`src/rtl/line_drawer2.sv`:
```
// rtl/line_drawer2.sv - Bresenham line / full-screen clear rasteriser, one pixel per clock.
module line_drawer2 #(
  parameter int SCREEN_W = 320,
  parameter int SCREEN_H = 240
) (
  input  logic        clk,
  input  logic        reset,
  input  logic [10:0] x0,
  input  logic [10:0] y0,
  input  logic [10:0] x1,
  input  logic [10:0] y1,
  input  logic        start,
  input  logic        clear,
  output logic [10:0] x,
  output logic [10:0] y,
  output logic        colour,
  output logic        done
);

  typedef enum logic [1:0] {
    S_IDLE  = 2'd0,
    S_LINE  = 2'd1,
    S_CLEAR = 2'd2,
    S_DONE  = 2'd3
  } state_t;

  localparam logic [10:0] LP_XMAX = 11'(SCREEN_W - 1);
  localparam logic [10:0] LP_YMAX = 11'(SCREEN_H - 1);

  state_t r_state;
  state_t w_next;

  // Line walk state; r_xcur/r_ycur double as the clear sweep counters.
  logic               r_steep;
  logic               r_yup;
  logic [10:0]        r_xcur;
  logic [10:0]        r_ycur;
  logic [10:0]        r_xb;
  logic [10:0]        r_dx;
  logic [10:0]        r_dy;
  logic signed [12:0] r_err;

  // Last emitted pixel, replayed in DONE and IDLE.
  logic [10:0]        r_lx;
  logic [10:0]        r_ly;
  logic               r_lc;

  logic [10:0]        w_adx;
  logic [10:0]        w_ady;
  logic               w_steep;
  logic [10:0]        w_p0x;
  logic [10:0]        w_p0y;
  logic [10:0]        w_p1x;
  logic [10:0]        w_p1y;
  logic               w_swap;
  logic [10:0]        w_xa;
  logic [10:0]        w_ya;
  logic [10:0]        w_xb;
  logic [10:0]        w_yb;
  logic [10:0]        w_dx;
  logic [10:0]        w_dy;
  logic signed [12:0] w_err0;

  logic signed [12:0] w_err_acc;
  logic               w_take;
  logic signed [12:0] w_err_nxt;
  logic [10:0]        w_ycur_nxt;
  logic               w_line_last;
  logic               w_clr_xend;
  logic               w_clr_last;

  // Setup arithmetic evaluated from the live inputs, captured on the start edge.
  assign w_adx   = (x1 >= x0) ? (x1 - x0) : (x0 - x1);
  assign w_ady   = (y1 >= y0) ? (y1 - y0) : (y0 - y1);
  assign w_steep = (w_ady > w_adx);
  assign w_p0x   = w_steep ? y0 : x0;
  assign w_p0y   = w_steep ? x0 : y0;
  assign w_p1x   = w_steep ? y1 : x1;
  assign w_p1y   = w_steep ? x1 : y1;
  assign w_swap  = (w_p0x > w_p1x);
  assign w_xa    = w_swap ? w_p1x : w_p0x;
  assign w_ya    = w_swap ? w_p1y : w_p0y;
  assign w_xb    = w_swap ? w_p0x : w_p1x;
  assign w_yb    = w_swap ? w_p0y : w_p1y;
  assign w_dx    = w_xb - w_xa;
  assign w_dy    = (w_yb >= w_ya) ? (w_yb - w_ya) : (w_ya - w_yb);
  assign w_err0  = 13'sd0 - $signed({3'b000, w_dx[10:1]});

  assign w_err_acc   = r_err + $signed({2'b00, r_dy});
  assign w_take      = ~w_err_acc[12];
  assign w_err_nxt   = w_take ? (w_err_acc - $signed({2'b00, r_dx})) : w_err_acc;
  assign w_ycur_nxt  = w_take ? (r_yup ? (r_ycur + 11'd1) : (r_ycur - 11'd1)) : r_ycur;
  assign w_line_last = (r_xcur == r_xb);
  assign w_clr_xend  = (r_xcur == LP_XMAX);
  assign w_clr_last  = w_clr_xend && (r_ycur == LP_YMAX);

  always_ff @(posedge clk or posedge reset) begin
    if (reset) begin
      r_state <= S_IDLE;
    end else begin
      r_state <= w_next;
    end
  end

  always_comb begin
    w_next = r_state;
    case (r_state)
      S_IDLE: begin
        if (start) begin
          w_next = clear ? S_CLEAR : S_LINE;
        end
      end
      S_LINE: begin
        if (w_line_last) begin
          w_next = S_DONE;
        end
      end
      S_CLEAR: begin
        if (w_clr_last) begin
          w_next = S_DONE;
        end
      end
      S_DONE: begin
        if (!start) begin
          w_next = S_IDLE;
        end
      end
      default: w_next = S_IDLE;
    endcase
  end

  always_comb begin
    x      = r_lx;
    y      = r_ly;
    colour = r_lc;
    done   = 1'b0;
    case (r_state)
      S_LINE: begin
        x      = r_steep ? r_ycur : r_xcur;
        y      = r_steep ? r_xcur : r_ycur;
        colour = 1'b1;
      end
      S_CLEAR: begin
        x      = r_xcur;
        y      = r_ycur;
        colour = 1'b0;
      end
      S_DONE: done = 1'b1;
      default: ;
    endcase
  end

  always_ff @(posedge clk or posedge reset) begin
    if (reset) begin
      r_steep <= 1'b0;
      r_yup   <= 1'b0;
      r_xcur  <= '0;
      r_ycur  <= '0;
      r_xb    <= '0;
      r_dx    <= '0;
      r_dy    <= '0;
      r_err   <= '0;
      r_lx    <= '0;
      r_ly    <= '0;
      r_lc    <= 1'b0;
    end else begin
      case (r_state)
        S_IDLE: begin
          if (start && clear) begin
            r_xcur <= '0;
            r_ycur <= '0;
          end else if (start) begin
            r_steep <= w_steep;
            r_yup   <= (w_ya < w_yb);
            r_xcur  <= w_xa;
            r_ycur  <= w_ya;
            r_xb    <= w_xb;
            r_dx    <= w_dx;
            r_dy    <= w_dy;
            r_err   <= w_err0;
          end
        end
        S_LINE: begin
          r_lx   <= x;
          r_ly   <= y;
          r_lc   <= colour;
          r_err  <= w_err_nxt;
          r_ycur <= w_ycur_nxt;
          r_xcur <= r_xcur + 11'd1;
        end
        S_CLEAR: begin
          r_lx <= x;
          r_ly <= y;
          r_lc <= colour;
          if (w_clr_xend) begin
            r_xcur <= '0;
            r_ycur <= r_ycur + 11'd1;
          end else begin
            r_xcur <= r_xcur + 11'd1;
          end
        end
        default: ;
      endcase
    end
  end

endmodule

```
`config.mk`:
```
export PLATFORM = sky130hd
export DESIGN_NAME = line_drawer2
export DESIGN_NICKNAME = d
export VERILOG_FILES = /design/src/rtl/line_drawer2.sv
export SDC_FILE = /design/constraint.sdc
export NUM_CORES = 1
export LEC_CHECK = 0
export ABC_CLOCK_PERIOD_IN_PS = 9200
export BUFFER_PORTS_ARGS = -buffer_cell sky130_fd_sc_hd__buf_2
export CORE_MARGIN = 5
export CORE_UTILIZATION = 53
export DETAILED_ROUTE_END_ITERATION = 10
export PLACE_DENSITY = 0.75
export SETUP_SLACK_MARGIN = 0.1
export SLEW_MARGIN = 20
export SYNTH_ARGS = -nofsm -noshare
export SYNTH_HDL_FRONTEND = slang
export SYNTH_SLANG_ARGS = --single-unit
export TNS_END_PERCENT = 50
```
`constraint.sdc`:
```
create_clock -name clk -period 9.2 [get_ports clk]
set_clock_uncertainty 0.2 [all_clocks]
set_input_delay 0.92 -clock clk [delete_from_list [all_inputs] [get_ports clk]]
set_output_delay 0.92 -clock clk [all_outputs]
set_load 0.02 [all_outputs]
```
Yosys cells after proc, flatten, opt, wreduce, memory -nomap -nowiden:

Cells that the tools add are included.

* flip-flop bits (word level): 95
* bits of input ports: 48
* output and inout bits: 24
* word-level logic and storage cells: 94

* add/subtract/negate cells: 13
* order comparisons: 6
* eq/ne operators: 14
* multiplexer cells: 37
* bitwise operators: 1
* reduce and logical (&&, ||, !) cells: 11

Operators by type and width (number)
* $mux 11: 21
* $sub 11x11->11: 7
* $pmux 11 s3: 2
* $pmux 11 s2: 2
* $mux 13: 3
* $ge 11x11->1: 3
* $pmux 13 s2: 1
* $add 11x1->11 const B: 2
* $gt 11x11->1: 2
* $ne 2x2->1 const B: 7
* $add 13x12->13: 1
* $sub 13x12->13: 1
* $eq 11x11->1: 1
* $eq 11x8->1 const B: 1
* $eq 11x9->1 const B: 1
* $lt 11x11->1: 1
* $sub 1x10->11 const A: 1
* $sub 11x1->11 const B: 1
* $mux 2: 5
* $pmux 2 s4: 1
* $reduce_and 4->1: 2
* $reduce_and 3->1: 2
* $eq 2x2->1 const B: 2
* $ne 3x3->1 const B: 1
* other kinds (10): 11

Logic depth before layout (Yosys ltp):

Gate-level depths: netlist (run 1).

* depth in word-level cells: 11
* depth in mapped cells: 55
* mapped depth without buffers: 46

Least setup slack after synthesis (run 1):

No wires, ideal clock.

* kind: input to register
* start: input x0[1]
* end: register r_dy[4]
* library setup time: 133 ps
* data arrival time: 10952 ps
* data required time: 8867 ps
* setup slack: -2085 ps
* stages: 52
* path buffers: 10
* cells stage by stage: inv_1 ha_1 nor2b_1 o21ai_0 a21boi_0 o21ai_1 a21oi_1 o31ai_1 nand2_1 a221o_1 a21oi_1 buf_2 mux2i_1 mux2i_1 o311a_1 o211ai_1 ha_1 nand3_1 [... 16 more ...] buf_1 a21oi_1 mux2i_1 inv_1 ha_1 nor2b_1 o21ai_0 a21boi_0 o21ai_0 a21oi_1 o21ai_0 a31oi_1 clkbuf_1 buf_1 mux2_2 a21oi_1 xor2_1 o21ai_0

* cells in the longest elaborated chain, start to end: 8
* elaborated cells on any way between the ends: 16
* those cells by class: add/sub: 4; order compare: 4; mux: 8

RTL lines
* start: declaration: line 8 `input logic [10:0] x0,`
* $sub 11x11->11 / $ge 11x11->1 (equally long branches): line 73 `assign w_adx = (x1 >= x0) ? (x1 - x0) : (x0 - x1);`
* $mux 11: line 73
* $gt 11x11->1: line 75 `assign w_steep = (w_ady > w_adx);`
* $mux 11, on equally long branches: line 76, 78
* $gt 11x11->1: line 80 `assign w_swap = (w_p0x > w_p1x);`
* $mux 11, on equally long branches: line 82, 84
* $sub 11x11->11 / $ge 11x11->1 (equally long branches): line 86 `assign w_dy = (w_yb >= w_ya) ? (w_yb - w_ya) : (w_ya - w_yb);`
* $mux 11 *: line 86
* end signal: assignment: line 179 `r_dy <= w_dy;`
* end: declaration: line 40 `logic [10:0] r_dy;`

Every way passes the cells marked *; elsewhere a longest branch is shown, timed or not.
A chain may end at the register's enable or synchronous reset.

Worst setup path after layout (run 1):

* start: input x0[1]
* end: register r_dy[10]

Same word-level chain as after synthesis.

==> metrics.cfg, run 1 <==
[outcome]
status = finished with violations
violations = negative setup slack

[critical_path]
crit_path_max_fanout = 5
crit_required_ps = 9230
worstPathArrival_ps = 9700
cp_common_cell = o21ai_1
crit_path_end_kind = flop
cp_slowest_stage_delay_ps = 380
cp_slowest_cell = a221o_1
start_kind = primary input
path_class = in2reg

[floorplanning]
die_x_um = 158
row_count = 54
start_util_pct = 53.5
dieArea_um2 = 24900
ios = 72
die_h_um = 158
core_um2 = 21600

[cells_and_area]
antenna_cells = 0
layout_commonest_cell = buf_4
layout-area-overhead-vs-synth_pct = 33.3
final_cell_mix = 254 x buf_4, 145 x nand2_1, 119 x inv_1
drive_gt1_share_pct = 29.6
final_nets = 1939

[clock_tree]
h-tree-depth = 3
clk_pin_slew_ps = 70
insertion_delay_ps = 360
numClockSinks = 95
cts_hold_buf = 0
ctsRootBufferMaster = clkbuf_16
cts_tree = yes
clockBufferDepth = 2
cts_made_buffers = 9

[detailed_routing]
postRouteAntennaNets = 0
wl_per_cell_um = 20.1
wirelength_um = 41200
vias = 13000
drc = 0
via_per_inst = 6.36
drt_iter0_drc = 1415
dr.pass1.iters = 6

[global_route]
grtUsageTotal_pct = 29.7
grt_pass1_wl_um = 59800
grt_pass1_vias = 12000
grt_max_degree = 50
grt_antenna_before_repair = 0
overflow = 0

[flow_run]
maxCapViolCount = 0

[placement]
place_ws_ps = -700
hpwl_um = 29100
gp_congestion = 1.01
io_buffers = 71

[logic_synthesis]
syn_area_per_cell_um2 = 7.71
synthFlopType = dfrtp_1
ys_ff_latch = 95
synthesis.area_um2 = 11600
syn-num-nets = 1673
synth_edf_count = 0
syn_inst = 1500
yosysWarningCount = 0
synth.distinct_cells = 82
async_flop_share_pct = 100
seq_area_frac_synth_pct = 20.6

[timing]
final-hold-violation-count = 0
report.final.slew_viol_count = 0
fin_tns_setup_ps = -5790
fmax_ghz = 0.103
final-setup-viol-count = 21
fin_hold_ws_ps = 293
max-slew-margin-rel_pct = 48.8
finalWorstSetupSlack_ps = -472
finalCritPeriodShare_pct = 105
period_minus_slack_ps = 9670
rsz0062_at_grt = yes
timing_worst_slew_pin_value_ps = 761

[min_path]
hold_class = reg2reg

final cells by class:
cell class,count,area (um2)
clock buffer,9,225
clock inverter,7,97.6
fill,1599,6210
inverter,122,464
multi-input combinational,1186,9190
sequential,95,2380
tap,280,350
timing repair buffer,352,2710
flip-flops by register name, summed over array words and instances, names as in the netlist:
register and flops:
r_err 13, r_dx 11, r_dy 11, r_lx 11, r_ly 11, r_xb 11, r_xcur 11, r_ycur 11
r_state 2, r_lc 1, r_steep 1, r_yup 1
synthesized netlist by cell type, types with 18 or more instances:
master,count,area share (%)
clkbuf_1,69,2.2
inv_1,122,4.0
a21o_1,47,3.1
ha_1,117,13
dfrtp_1,95,21
mux2_2,18,1.8
nand3_1,24,1.0
nor2_1,106,3.4
a21oi_1,122,5.3
xor2_1,30,2.3
xnor2_1,38,2.9
a221o_1,52,4.5
nand2_1,146,4.7
mux2i_1,45,3.9
o21ai_0,130,5.6
nor2b_1,35,1.9
worst paths after layout:
kind / cells past startpoint / slack [ps] / from / endpoint
max in group asynchronous: 3 / 7300 / reset / r_err[8]$_DFFE_PP0P_
min in group asynchronous: 2 / 420 / reset / r_ly[7]$_DFFE_PP0N_
min reg2reg: 2 / 290 / r_dy[0]$_DFFE_PP0P_ / r_dy[0]$_DFFE_PP0P_
min: 2 / 290 / r_dy[0]$_DFFE_PP0P_ / r_dy[0]$_DFFE_PP0P_
max: 49 / -470 / x0[1] / r_dy[10]$_DFFE_PP0P_
max reg2reg: 18 / 4990 / r_dy[0]$_DFFE_PP0P_ / r_err[11]$_DFFE_PP0P_
repair_timing:
action                     CTS  global route
setup endpoints to repair   20            24
hold endpoints to repair     0             0
cloned                       2             3
buffers inserted            27            28
resized for setup           68            79
pin swaps                   41            90
stage by stage:
stage,std cells,utilization [%],cell area [um2]
after floorplan,1500,-,11900
after global placement,1977,63.9,13800
after detailed placement,1977,63.9,13800
after CTS,2022,68.1,14700
after global routing,2051,71.3,15400
final,2051,71.3,15400
cells by family (layout without fill, tap and decap cells):
group | after synthesis | in the layout | synth area share, %
AOI/OAI and AO/OA | 512 | 512 | 29.8
xor gates and xnor gates | 68 | 68 | 5.15
adders and majority gates | 125 | 125 | 14.0
buffers and inverters | 220 | 490 | 7.36
DFF | 95 | 95 | 20.6
muxes | 64 | 64 | 5.84
and+or+nand+nor | 416 | 417 | 17.3
layer usage:
layer	track usage [%]	part of all wire [%]	up-vias
met1	39.5	39	6134
met4	11.1	5.6	0
met2	49.3	46	777
met5	0	0	-
met3	4.26	9.3	191
li1	-	-	5936
critical path: cells and delay by family:
family,cells,cell delay [ps]
AOI/OAI and AO/OA,26,4950
buffers and inverters,9,1190
adders and majority gates,4,1140
and+or+nand+nor,8,1050
muxes,1,320
xor gates and xnor gates,1,150
Power of run 1 is not shown: default switching activity piles up to over one toggle a cycle in this logic, so the estimate is an artifact.
==> run 2: changes to the inputs <==
--- a/config.mk
+++ b/config.mk
@@ -6,11 +6,11 @@
 export NUM_CORES = 1
 export LEC_CHECK = 0
 export ABC_CLOCK_PERIOD_IN_PS = 9200
-export BUFFER_PORTS_ARGS = -buffer_cell sky130_fd_sc_hd__buf_2
 export CORE_MARGIN = 5
 export CORE_UTILIZATION = 53
 export DETAILED_ROUTE_END_ITERATION = 10
-export PLACE_DENSITY = 0.75
+export DONT_BUFFER_PORTS = 1
+export PLACE_DENSITY = 0.72
 export SETUP_SLACK_MARGIN = 0.1
 export SLEW_MARGIN = 20
 export SYNTH_ARGS = -nofsm -noshare
==> run 2 against run 1 <==
Effect of this change:
- the run now ends clean
- sequential share of layout area increased by 0.56 points
- via count decreased by 6.7%
- die area unchanged
- maximum frequency increased by 5.4%
- critical endpoint unchanged
- hold slack got worse by 9.1 ps
- count of clock-buffer cells in the layout increased by 1
- non-clock buffer count decreased by 73
- wire length decreased by 5.2%
- register-to-register slack got worse by 50 ps
- flip-flop and latch count unchanged
- final cell count decreased by 3.5%
==> metrics.cfg, run 2 (same netlist as run 1, synthesis figures left out) <==
[min_path]
hp-start = r_dx[4]$_DFFE_PP0P_
hold_class = reg2reg

[timing]
report.final.slew_viol_count = 0  ; unchanged
final-hold-violation-count = 0  ; unchanged
finalCritPeriodShare_pct = 99.8  ; -5.4 points
period_minus_slack_ps = 9180  ; -494 ps
timing_worst_slew_pin_value_ps = 797  ; +36.6 ps
max-slew-margin-rel_pct = 46.9  ; -1.9 points
rsz0062_at_grt = yes
final-setup-viol-count = 0  ; -100%
fmax_ghz = 0.109  ; +5.4%

[cells_and_area]
antenna_cells = 0  ; unchanged
largest_register_ffs = 13  ; unchanged
drive_gt1_share_pct = 26.0  ; -3.6 points
regMostFlops = r_err
layout-area-overhead-vs-synth_pct = 28.6
fin_cells = 1979  ; -3.5%
final_nets = 1867  ; -3.7%
final_cell_mix = 251 x buf_4, 142 x nand2_1, 119 x inv_1
layout_commonest_cell = buf_4

[detailed_routing]
dr.pass1.iters = 6  ; unchanged
wl_per_cell_um = 19.7  ; -1.8%
postRouteAntennaNets = 0  ; unchanged
wirelength_um = 39100  ; -5.2%
drc = 0  ; unchanged
via_per_inst = 6.14  ; -3.3%
drt_iter0_drc = 1134  ; -20%
vias = 12200  ; -6.7%

[floorplanning]
core_um2 = 21600  ; unchanged
die_x_um = 158  ; unchanged
dieArea_um2 = 24900  ; unchanged
row_count = 54  ; unchanged
die_h_um = 158  ; unchanged
start_util_pct = 53.5  ; unchanged
ios = 72  ; unchanged

[clock_tree]
cts_made_buffers = 9  ; unchanged
ctsRootBufferMaster = clkbuf_16
numClockSinks = 95  ; unchanged
cts_tree = yes
cts_hold_buf = 0  ; unchanged
h-tree-depth = 3  ; unchanged
insertion_delay_ps = 360  ; about the same
clk_pin_slew_ps = 70  ; about the same
clockBufferDepth = 2  ; unchanged

[critical_path]
cp-startpoint = x0[1]
crit_path_end_kind = flop
cp_common_cell = buf_6
crit_required_ps = 9210  ; -20 ps
worstPathArrival_ps = 9190  ; -510 ps
cp_slowest_stage_delay_ps = 380  ; about the same
start_kind = primary input
cp_slowest_cell = a221o_1
path_class = in2reg
r2r_start = r_dy[0]$_DFFE_PP0P_
crit_path_max_fanout = 14  ; +9

[global_route]
grtUsageTotal_pct = 30.6  ; +0.86 points
grt_pass1_wl_um = 61000  ; +2.1%
grt_pass1_vias = 11700  ; -1.8%
grt_max_degree = 73  ; +46%
grt_antenna_before_repair = 0  ; unchanged
overflow = 0  ; unchanged

[placement]
hpwl_um = 29400  ; +1.3%
gp_congestion = 1.09  ; +8.4%
io_buffers = 0  ; -100%
dp.cells = 1898  ; -4.0%

[outcome]
status = complete, no violations

[flow_run]
maxCapViolCount = 0  ; unchanged

[run 2: cell count changes in the layout (fill, tap and decap cells not counted), sizes merged]
cell,delta
clkinv,-2
buf,-72
clkinvlp,+2
nand2,+1
inv,-1
[run 2: metrics by stage]
stage / utilization [%] / hold slack (ps) / area [um2] / setup WS [ps] / setup TNS (ps)
6_report: 68.8 / 284 / 14900 / 21.5 / 0
5_1_grt: 68.8 / 303 / 14900 / -392 / -3510
2_1_floorplan: - / 250 / 11900 / -453 / -4430
3_3_place_gp: 61.8 / 264 / 13400 / -530 / -6390
3_5_place_dp: 61.8 / 271 / 13400 / -711 / -7960
4_1_cts: 66.8 / 288 / 14400 / 118 / 0
[run 2: metal layers]
layer / share of wire, % / vias up / global-route usage [%] / wire length [um]
li1: - / 5795 / - / -
met1: 42 / 5735 / 40.9 / 16500
met2: 47 / 511 / 49.9 / 18200
met3: 7.1 / 119 / 5.11 / 2760
met4: 4.1 / 0 / 11.3 / 1610
met5: 0 / - / 0 / 0
[run 2: timing repair]
| item | 4_1_cts | 5_1_grt |
|---|---|---|
| gates cloned | 3 | 2 |
| resized for setup | 88 | 58 |
| setup endpoints to repair | 17 | 21 |
| hold endpoints to repair | 0 | 0 |
| pin swaps | 48 | 58 |
| buffers inserted | 44 | 22 |
[run 2: cell type report]
class,count,area (um2)
clock inverter,6,76.3
fill,1763,6750
inverter,122,464
clock buffer,10,229
tap,280,350
sequential,95,2380
multi-input combinational,1187,9090
timing repair buffer,279,2290
[run 2: path summary, 6_finish.rpt]
check	endpoint	depth (start not counted)	slack [ps]
min	r_dx[4]$_DFFE_PP0P_	2	280
max in group asynchronous	r_dy[3]$_DFFE_PP0P_	2	7450
max reg2reg	r_err[11]$_DFFE_PP0P_	18	4940
max	r_dy[10]$_DFFE_PP0P_	48	20
min in group asynchronous	r_ly[9]$_DFFE_PP0N_	1	290
min reg2reg	r_dx[4]$_DFFE_PP0P_	2	280
[run 2: critical path, delay by kind of cell]
kind / cells / cell delay (ps)
AO/OA/AOI/OAI: 24 / 4570
buffers and inverters: 10 / 1430
adder cells (fa/ha/maj): 4 / 1040
AND/OR/NAND/NOR: 8 / 760
multiplexers: 1 / 320
XOR/XNOR: 1 / 130
Power of run 2 is left out for the same reason.
==> run 3: changes to the inputs <==
--- a/config.mk
+++ b/config.mk
@@ -5,7 +5,7 @@
 export SDC_FILE = /design/constraint.sdc
 export NUM_CORES = 1
 export LEC_CHECK = 0
-export ABC_CLOCK_PERIOD_IN_PS = 9200
+export ABC_CLOCK_PERIOD_IN_PS = 9750
 export CORE_MARGIN = 5
 export CORE_UTILIZATION = 53
 export DETAILED_ROUTE_END_ITERATION = 10
==> constraint.sdc (replaced) <==
create_clock -name clk -period 9.75 [get_ports clk]
set_clock_uncertainty 0.2 [all_clocks]
set_input_delay 0.975 -clock clk [delete_from_list [all_inputs] [get_ports clk]]
set_output_delay 0.975 -clock clk [all_outputs]
set_load 0.02 [all_outputs]
==> run 3 against run 2 <==
Effect of this change:
- wire length is 2.9% lower
- critical path depth is 2 lower
- critical endpoint is now r_dy[8]$_DFFE_PP0P_
- sequential share of layout area is 1.0 points higher
- setup slack better by 380 ps
- hold slack worse by 0.66 ps
- final area is 6.0% lower
- flip-flop and latch count stayed put
- non-clock buffer count is 88 lower
- critical path type unchanged
- final cell count is 4.4% lower
==> metrics.cfg, run 3 (same netlist as run 1, synthesis figures left out) <==
[global_route]
top_usage_layer = met2
grt_max_degree = 73  ; unchanged
grt_util_met3_pct = 4.57  ; -0.55 points
overflow = 0  ; unchanged
grt_antenna_before_repair = 0  ; unchanged
gr-usage-met1_pct = 39.3  ; -1.5 points
grt_pass1_wl_um = 57300  ; -6.1%
grtUsageTotal_pct = 28.7  ; -1.9 points
met2_usage_pct = 45.8  ; -4.2 points
grt_pass1_vias = 10900  ; -7.0%

[floorplanning]
ios = 72  ; unchanged
die_h_um = 158  ; unchanged
die_x_um = 158  ; unchanged
start_util_pct = 53.5  ; unchanged
row_count = 54  ; unchanged
core_um2 = 21600  ; unchanged
dieArea_um2 = 24900  ; unchanged

[timing]
finalCritPeriodShare_pct = 95.9
max-slew-margin-rel_pct = 33.7  ; -13 points
report.final.slew_viol_count = 0  ; unchanged
period_minus_slack_ps = 9350
timing_worst_slew_pin_value_ps = 988  ; +191 ps
final-hold-violation-count = 0  ; unchanged
final-setup-viol-count = 0  ; unchanged
fmax_ghz = 0.107

[cells_and_area]
utilization_pct = 64.7  ; -4.1 points
final_cell_mix = 175 x buf_4, 145 x nand2_1, 119 x inv_1
regArea_um2 = 2380  ; unchanged
drive_gt1_share_pct = 20.6  ; -5.4 points
layout_commonest_cell = buf_4
layout-area-overhead-vs-synth_pct = 21.0
largest_register_ffs = 13  ; unchanged
fillers = 1848  ; +4.8%
final_nets = 1780  ; -4.7%
antenna_cells = 0  ; unchanged
multi_input_area_um2 = 8940  ; -1.7%
regMostFlops = r_err

[detailed_routing]
wl_per_cell_um = 20.1  ; +1.6%
postRouteAntennaNets = 0  ; unchanged
wirelength_um = 37900  ; -2.9%
dr.pass1.iters = 5  ; -1
via_per_inst = 6.27  ; +2.0%
vias = 11900  ; -2.5%
drt_iter0_drc = 1103  ; -2.7%
drc = 0  ; unchanged

[critical_path]
start_kind = primary input
cp.buffers_inverters = 8  ; -2
worstPathArrival_ps = 9360  ; +170 ps
path_class = in2reg
cp_slowest_stage_delay_ps = 360  ; -20 ps
crit_path_end_kind = flop
crit_path_max_fanout = 18  ; +4
crit_required_ps = 9750  ; +540 ps
cp_top_family = compound AO/OA/AOI/OAI gates
cp_slowest_cell = a221o_1

[placement]
gp_congestion = 1.05  ; -4.1%
io_buffers = 0  ; unchanged
hpwl_um = 28700  ; -2.6%

[min_path]
hold_class = reg2reg

[clock_tree]
cts_tree = yes
cts_hold_buf = 0  ; unchanged
h-tree-depth = 3  ; unchanged
ctsRootBufferMaster = clkbuf_16
clockBufferDepth = 2  ; unchanged
clk_pin_slew_ps = 80  ; about the same
cts_made_buffers = 9  ; unchanged
numClockSinks = 95  ; unchanged
insertion_delay_ps = 360  ; about the same

[outcome]
status = complete, no violations

[flow_run]
maxCapViolCount = 0  ; unchanged

-- run 3: cell types whose count changed in the layout (fill, tap and decap cells not counted), moves of 4 or more --
cell     previous run  this run
buf_4             251       175
buf_6              17         9
a21oi_1           100       106
a21oi_2            15        10
buf_8               4         0
o21ai_0           104       108
o21ai_1            17        13
-- run 3: final timing paths --
kind / start / end / slack, ps / depth (start not counted)
setup / recovery: x0[1] / r_dy[8]$_DFFE_PP0P_ / 400 / 46
hold / removal: r_dx[10]$_DFFE_PP0P_ / r_dx[10]$_DFFE_PP0P_ / 280 / 2
setup reg to reg: r_dy[0]$_DFFE_PP0P_ / r_err[11]$_DFFE_PP0P_ / 5560 / 18
hold reg to reg: r_dx[10]$_DFFE_PP0P_ / r_dx[10]$_DFFE_PP0P_ / 280 / 2
max in group asynchronous: reset / r_err[0]$_DFFE_PP0P_ / 7910 / 2
min in group asynchronous: reset / r_lx[8]$_DFFE_PP0N_ / 350 / 1
-- run 3: final cells by class --
| type | instances | share of cell area (%) |
|---|---|---|
| clock buffer | 9 | 1.61 |
| multi-input combinational | 1188 | 63.9 |
| sequential | 95 | 17.0 |
| timing repair buffer | 191 | 11.2 |
| inverter | 122 | 3.32 |
| tap | 280 | 2.50 |
| clock inverter | 7 | 0.447 |
-- run 3: worst min-delay path, cell delays in order, from the launching register on --
cell	delay, ps
dfrtp_1	350
nand2_1	50
o21ai_0	60
-- run 3: what timing repair did --
action / in CTS / in global routing
buffers inserted: 0 / 19
setup endpoints to repair: 0 / 21
resized for setup: 0 / 93
-- run 3: layer usage --
layer | up-vias | part of all wire [%] | routed length (um)
li1 | 5610 | - | -
met3 | 81 | 7.3 | 2760
met1 | 5677 | 42 | 16000
met4 | 0 | 4.0 | 1510
met2 | 494 | 47 | 17700
met5 | - | 0 | 0
-- run 3: stage by stage --
stage	area [um2]	hold slack (ps)	setup WS [ps]	TNS, ps	cells
2_1_floorplan	11900	250	39.6	0	1500
3_3_place_gp	13000	263	57.5	0	1851
3_5_place_dp	13000	272	-109	-287	1851
4_1_cts	13300	288	239	0	1867
5_1_grt	14000	314	-11.0	-11.0	1892
6_report	14000	283	400	0	1892
Power of run 3 is left out for the same reason.
